<file path="src/rtl/modbus_frame_rx.sv">
// modbus_frame_rx: Modbus RTU slave frame receiver; define MODBUS_CRC_CHECK_EN to build and check the CRC-16
module modbus_frame_rx #(
    parameter int CLK_FREQ  = 50000000,
    parameter int BAUD_RATE = 115200
) (
    input  logic        clk,
    input  logic        rst_n,
    input  logic        rx_done,
    input  logic [7:0]  rx_data,
    input  logic [7:0]  dev_addr,
    output logic        frame_valid,
    output logic        frame_err,
    output logic [7:0]  rx_func,
    output logic [15:0] rx_reg_addr,
    output logic [15:0] rx_reg_data
);
    localparam int T35_CYCLES = (CLK_FREQ / BAUD_RATE) * 39;
    localparam int CW = $clog2(T35_CYCLES + 1);

    typedef enum logic [1:0] {IDLE, RECV, CLOSE} state_t;

    state_t            state_q, state_d;
    logic [CW-1:0]     cnt_q, cnt_d;
    logic [3:0]        num_q, num_d;
    logic              ovf_q, ovf_d;
    logic [5:0][7:0]   buf_q, buf_d;
    logic              fv_q, fv_d;
    logic              fe_q, fe_d;
    logic [7:0]        func_q, func_d;
    logic [15:0]       ra_q, ra_d;
    logic [15:0]       rd_q, rd_d;
    logic              crc_ok;

`ifdef MODBUS_CRC_CHECK_EN
    logic [15:0] crc_q, crc_d;

    function automatic logic [15:0] crc_upd(input logic [15:0] c, input logic [7:0] b);
        logic [15:0] r;
        r = c ^ {8'h00, b};
        for (int i = 0; i < 8; i++) r = r[0] ? ((r >> 1) ^ 16'hA001) : (r >> 1);
        return r;
    endfunction

    // A byte outside RECV opens a frame, so the CRC restarts from the preset
    always_comb crc_d = !rx_done ? crc_q : crc_upd((state_q == RECV) ? crc_q : 16'hFFFF, rx_data);

    // CRC accumulator register
    always_ff @(posedge clk or negedge rst_n) begin
        if (!rst_n) crc_q <= 16'hFFFF;
        else        crc_q <= crc_d;
    end

    assign crc_ok = (crc_q == 16'h0000);
`else
    assign crc_ok = 1'b1;
`endif

    // Frame assembly, silence timing and close-time evaluation
    always_comb begin
        state_d = state_q;
        cnt_d   = cnt_q;
        num_d   = num_q;
        ovf_d   = ovf_q;
        buf_d   = buf_q;
        fv_d    = 1'b0;
        fe_d    = 1'b0;
        func_d  = func_q;
        ra_d    = ra_q;
        rd_d    = rd_q;
        if (state_q == CLOSE && buf_q[0] == dev_addr) begin
            if (num_q == 4'd8 && !ovf_q && crc_ok) begin
                fv_d   = 1'b1;
                func_d = buf_q[1];
                ra_d   = {buf_q[2], buf_q[3]};
                rd_d   = {buf_q[4], buf_q[5]};
            end else begin
                fe_d = 1'b1;
            end
        end
        if (state_q != RECV) begin
            state_d = rx_done ? RECV : IDLE;
            if (rx_done) begin
                cnt_d    = '0;
                num_d    = 4'd1;
                ovf_d    = 1'b0;
                buf_d[0] = rx_data;
            end
        end else if (rx_done) begin
            cnt_d = '0;
            num_d = (num_q == 4'd9) ? num_q : num_q + 4'd1;
            if (num_q < 4'd6) buf_d[num_q[2:0]] = rx_data;
            if (num_q > 4'd7) ovf_d = 1'b1;
        end else if (cnt_q == CW'(T35_CYCLES)) begin
            state_d = CLOSE;
        end else begin
            cnt_d = cnt_q + CW'(1);
        end
    end

    // State, frame store and output registers
    always_ff @(posedge clk or negedge rst_n) begin
        if (!rst_n) begin
            state_q <= IDLE;
            cnt_q   <= '0;
            num_q   <= '0;
            ovf_q   <= 1'b0;
            buf_q   <= '0;
            fv_q    <= 1'b0;
            fe_q    <= 1'b0;
            func_q  <= '0;
            ra_q    <= '0;
            rd_q    <= '0;
        end else begin
            state_q <= state_d;
            cnt_q   <= cnt_d;
            num_q   <= num_d;
            ovf_q   <= ovf_d;
            buf_q   <= buf_d;
            fv_q    <= fv_d;
            fe_q    <= fe_d;
            func_q  <= func_d;
            ra_q    <= ra_d;
            rd_q    <= rd_d;
        end
    end

    assign frame_valid = fv_q;
    assign frame_err   = fe_q;
    assign rx_func     = func_q;
    assign rx_reg_addr = ra_q;
    assign rx_reg_data = rd_q;
endmodule
</file>
<file path="config.mk">
export PLATFORM = sky130hd
export DESIGN_NAME = modbus_frame_rx
export DESIGN_NICKNAME = d
export VERILOG_FILES = /design/src/rtl/modbus_frame_rx.sv
export SDC_FILE = /design/constraint.sdc
export NUM_CORES = 1
export LEC_CHECK = 0
export BUFFER_PORTS_ARGS = -buffer_cell sky130_fd_sc_hd__clkbuf_2
export CORE_MARGIN = 2
export CORE_UTILIZATION = 49
export CTS_CLUSTER_DIAMETER = 150
export DETAILED_ROUTE_END_ITERATION = 6
export GPL_TIMING_DRIVEN = 0
export HOLD_SLACK_MARGIN = 0.08
export PLACE_DENSITY = 0.69
export SLEW_MARGIN = 20
export SYNTH_ARGS = -nofsm -noshare
export SYNTH_HDL_FRONTEND = slang
export SYNTH_SLANG_ARGS = --single-unit
</file>
<file path="constraint.sdc">
create_clock -name clk -period 5.6 [get_ports clk]
set_input_delay 0.84 -clock clk [delete_from_list [all_inputs] [get_ports clk]]
set_output_delay 0.84 -clock clk [all_outputs]
set_load 0.05 [all_outputs]
</file>
==> results.txt <==
----------------------------------------------------
[Status]
  Result of the run ... finished, final reports clean

[Timing]
  Final number of hold-violating endpoints ... 0
  Fraction of the cycle the final worst path needs ... 0.385
  Setup repair after global routing missed its margin ... no
  Setup violations, final ... 0
  Clock period minus worst slack ... 2.16 ns
  Relative slew slack ... 0.608
  Max-slew violation count ... 0
  Peak Freq ... 464 MHz
  Final sum of negative setup slack ... 0 ns
  Slew @ Worst Pin ... 0.586 ns
  Clock skew after layout ... 0.00788 ns

[Global routing]
  Total global-route track usage ... 0.179
  Maximum number of pins on one net before global-route repair ... 58
  Wire length of the first global-routing pass ... 15100 um
  GRT overflow ... 0
  Vias in the first global route ... 2851
  Antenna violations before repair ... 0

[Clock network]
  Clock Pin Slew Worst Setup and Hold Paths ... 0.10 ns
  Number of hold buffers added after CTS ... 0
  Max H-tree Level ... 3
  Number of buffers created by CTS ... 9
  Clock Latency Late Sink ... 0.37 ns
  Post-CTS Resized ... 0
  Post-CTS setup buffer count ... 0
  Sinks on the clock net ... 112
  CTS tree ... done
  Cell at the root of the clock tree ... clkbuf_8
  Clk buf depth ... 2

[Cells and area]
  Count of non-filler cells in the finished layout ... 548
  Register Area ... 0.00280 mm2
  Relative area change from synthesis to final layout ... 13.9%
  Layout cell share with drive strength beyond 1 ... 0.434
  Commonest non-fill, non-tap cell in the layout ... dfrtp_1
  Number of fillers in the final layout ... 833
  Number of nets in the layout ... 436
  Leading cell types in the layout, fill and taps excluded ... dfrtp_1, clkbuf_2, mux2_2
  Total inserted antenna cells ... 0
  Area taken by multi-input logic gates ... 0.00195 mm2

[Placement]
  Sum of net half-perimeters after detailed placement ... 6440 um
  Number of instances in the placed design ... 533
  Port buffer count ... 60
  GPL Wtd Cong ... 0.819

[Pwr]
  Power density over cell area ... 333 mW/mm2
  Peak supply drop ... 0.189 mV
  Total leakage power ... 2.83 nW

[Synth]
  Xor and xnor area share after synthesis ... 0.0287
  FF+latch count, synth ... 112
  Synth cell types ... 42
  Net count after synthesis ... 364
  Combinational family with the most area after synthesis ... multiplexers
  Post-Synth Simple-Gate Area ... 0.0883
  Compound-gate portion of the synthesized area ... 0.0280
  Cell area after synthesis ... 0.00487 mm2
  Register area share after synthesis ... 0.575
  Syn avg cell area ... 14.4 um2
  Number of warnings reported in the yosys synthesis log ... 0
  Fraction of synthesized area in multiplexers ... 0.241
  Arithmetic-cell share of the synthesized area counting full adders, half adders and majority gates ... 0.0154
  Synthesized instance count ... 339

[Floorplanning]
  Standard cell core area ... 0.00973 mm2
  Starting Density ... 0.501
  DIE WIDTH ... 104 um
  Die footprint ... 0.0108 mm2
  Total I/O pin count ... 61
  Row count ... 36
  Vertical die dimension ... 104 um

[Drt]
  DR pass1 iterations ... 4
  Final routed wirelength across all metal layers ... 9160 um
  Per-cell routed wire length ... 16.7 um
  Routed vias/inst ... 5.23
  Total number of vias ... 2867
  DRC Markers ... 0
  Antenna Violating Nets Remaining ... 0
  Detailed Route Iter0 Violations ... 99

[Worst setup path]
  Critical path data arrival time ... 2.42 ns
  RR Endpoint ... rx_reg_data[13]
  Largest fanout on the critical path ... 10
  Cell depth of the worst flop-to-flop path ... 7
  Setup Crit Path Kind ... in -> reg
  R2R setup slack ... 3.45 ns
  Kind of launch point of the worst setup path ... input port
  Critical path data required time ... 5.87 ns
  Setup crit end kind ... register
  Start of the worst register-to-register path ... num_q[0]

[Flow run]
  Max-capacitance violation count ... 0

[Worst hold path]
  Worst hold-check path type ... in -> async

----------------------------------------------------
==> worst max path at each step <==
stage	startpoint	end	slack, ns	cells after the start
after floorplan	dev_addr[7]	rx_func[0]	3.46	5
after global placement	rst_n	buf_q[22]	2.17	1
after detailed placement	rx_done	buf_q[38]	2.99	5
after CTS	rx_done	buf_q[38]	3.41	5
after global routing	rx_done	buf_q[33]	3.30	5
final	rx_done	buf_q[33]	3.44	5
==> worst max-delay path, stage by stage <==
cell and delay [ns]:
clkbuf_2 0.11, clkbuf_1 0.38, and2b_2 0.24, nand4_1 0.41
mux2_2 0.44
==> cells by family after synthesis <==
group / Yosys count
flops: 112
mux: 91
simple gates: 71
buf+inv: 23
compound gates: 20
xor+xnor: 16
fa+ha+maj: 6
==> layout make-up <==
class / instances / share of cell area
multi-input combinational: 204 / 0.352
inverter: 11 / 0.00743
clock inverter: 6 / 0.00946
clock buffer: 9 / 0.0223
buffer: 12 / 0.0137
tap: 133 / 0.0300
sequential: 112 / 0.505
timing repair buffer: 61 / 0.0606
==> power breakdown <==
part	leakage [nW]	internal, mW	total, mW	switching (mW)
Clock	0.0842	0.167	0.446	0.280
Sequential	1.51	0.978	1.07	0.0942
Combinational	1.24	0.183	0.330	0.147
==> stage by stage <==
| stage | cell area, um2 | setup slack [ns] | hold slack (ns) | power, mW | util |
|---|---|---|---|---|---|
| 5_1_grt | 5550 | 3.30 | 0.440 | 1.95 | 0.571 |
| 3_3_place_gp | 5340 | 2.17 | 0.485 | 1.39 | 0.549 |
| 3_5_place_dp | 5380 | 2.99 | 0.490 | 1.43 | 0.553 |
| 4_1_cts | 5550 | 3.41 | 0.422 | 1.87 | 0.571 |
| 6_report | 5550 | 3.44 | 0.405 | 1.85 | 0.571 |
| 2_1_floorplan | 4870 | 3.46 | 0.476 | 1.32 | - |
==> flip-flops by register name, summed over array words and instances (netlist names) <==
register and flops:
buf_q 48, rx_reg_addr 16, rx_reg_data 16, cnt_q 15
rx_func 8, num_q 4, state_q 2, frame_err 1
frame_valid 1, ovf_q 1
==> cell usage after synthesis <==
| cell | n | area [um2] |
|---|---|---|
| a41oi_1 | 1 | 8.76 |
| o21ai_2 | 1 | 8.76 |
| nor2_1 | 14 | 52.6 |
| nand2_1 | 7 | 26.3 |
| and2b_2 | 1 | 8.76 |
| and3b_1 | 1 | 8.76 |
| nand2b_1 | 3 | 18.8 |
| a22o_1 | 1 | 8.76 |
| a31o_2 | 3 | 26.3 |
| buf_6 | 4 | 45.0 |
| xor2_1 | 8 | 70.1 |
| buf_2 | 1 | 5.00 |
| nor4_2 | 1 | 12.5 |
| and3_1 | 2 | 12.5 |
| nor2_2 | 1 | 6.26 |
| nand3_1 | 4 | 20.0 |
| inv_1 | 11 | 41.3 |
| nand4b_1 | 3 | 26.3 |
| nor3_1 | 8 | 40.0 |
| nor4b_4 | 1 | 23.8 |
| ha_1 | 6 | 75.1 |
| nor3b_1 | 3 | 22.5 |
| mux2_4 | 40 | 601 |
| clkbuf_1 | 6 | 22.5 |
| nor2b_1 | 2 | 12.5 |
| a21oi_1 | 7 | 35.0 |
| xnor2_1 | 8 | 70.1 |
| o22ai_1 | 1 | 6.26 |
| nand3b_1 | 2 | 15.0 |
| nor4_1 | 5 | 31.3 |
| or2_2 | 1 | 6.26 |
| mux2_2 | 49 | 552 |
| o21ai_0 | 3 | 15.0 |
| buf_1 | 1 | 3.75 |
| and2_1 | 1 | 6.26 |
| a41o_1 | 2 | 20.0 |
| mux2i_1 | 2 | 20.0 |
| nor4b_1 | 2 | 17.5 |
| nand4_1 | 8 | 50.1 |
| nand4_2 | 1 | 12.5 |
| dfrtp_1 | 112 | 2800 |
| a211oi_1 | 1 | 7.51 |
==> per-layer routing <==
layer	up-vias	routed length (um)	track usage
met4	0	96	0.0521
li1	1351	-	-
met3	8	293	0.0365
met1	1453	4570	0.261
met5	-	0	0
met2	55	4200	0.273
Power figures use the tool's default switching activity.
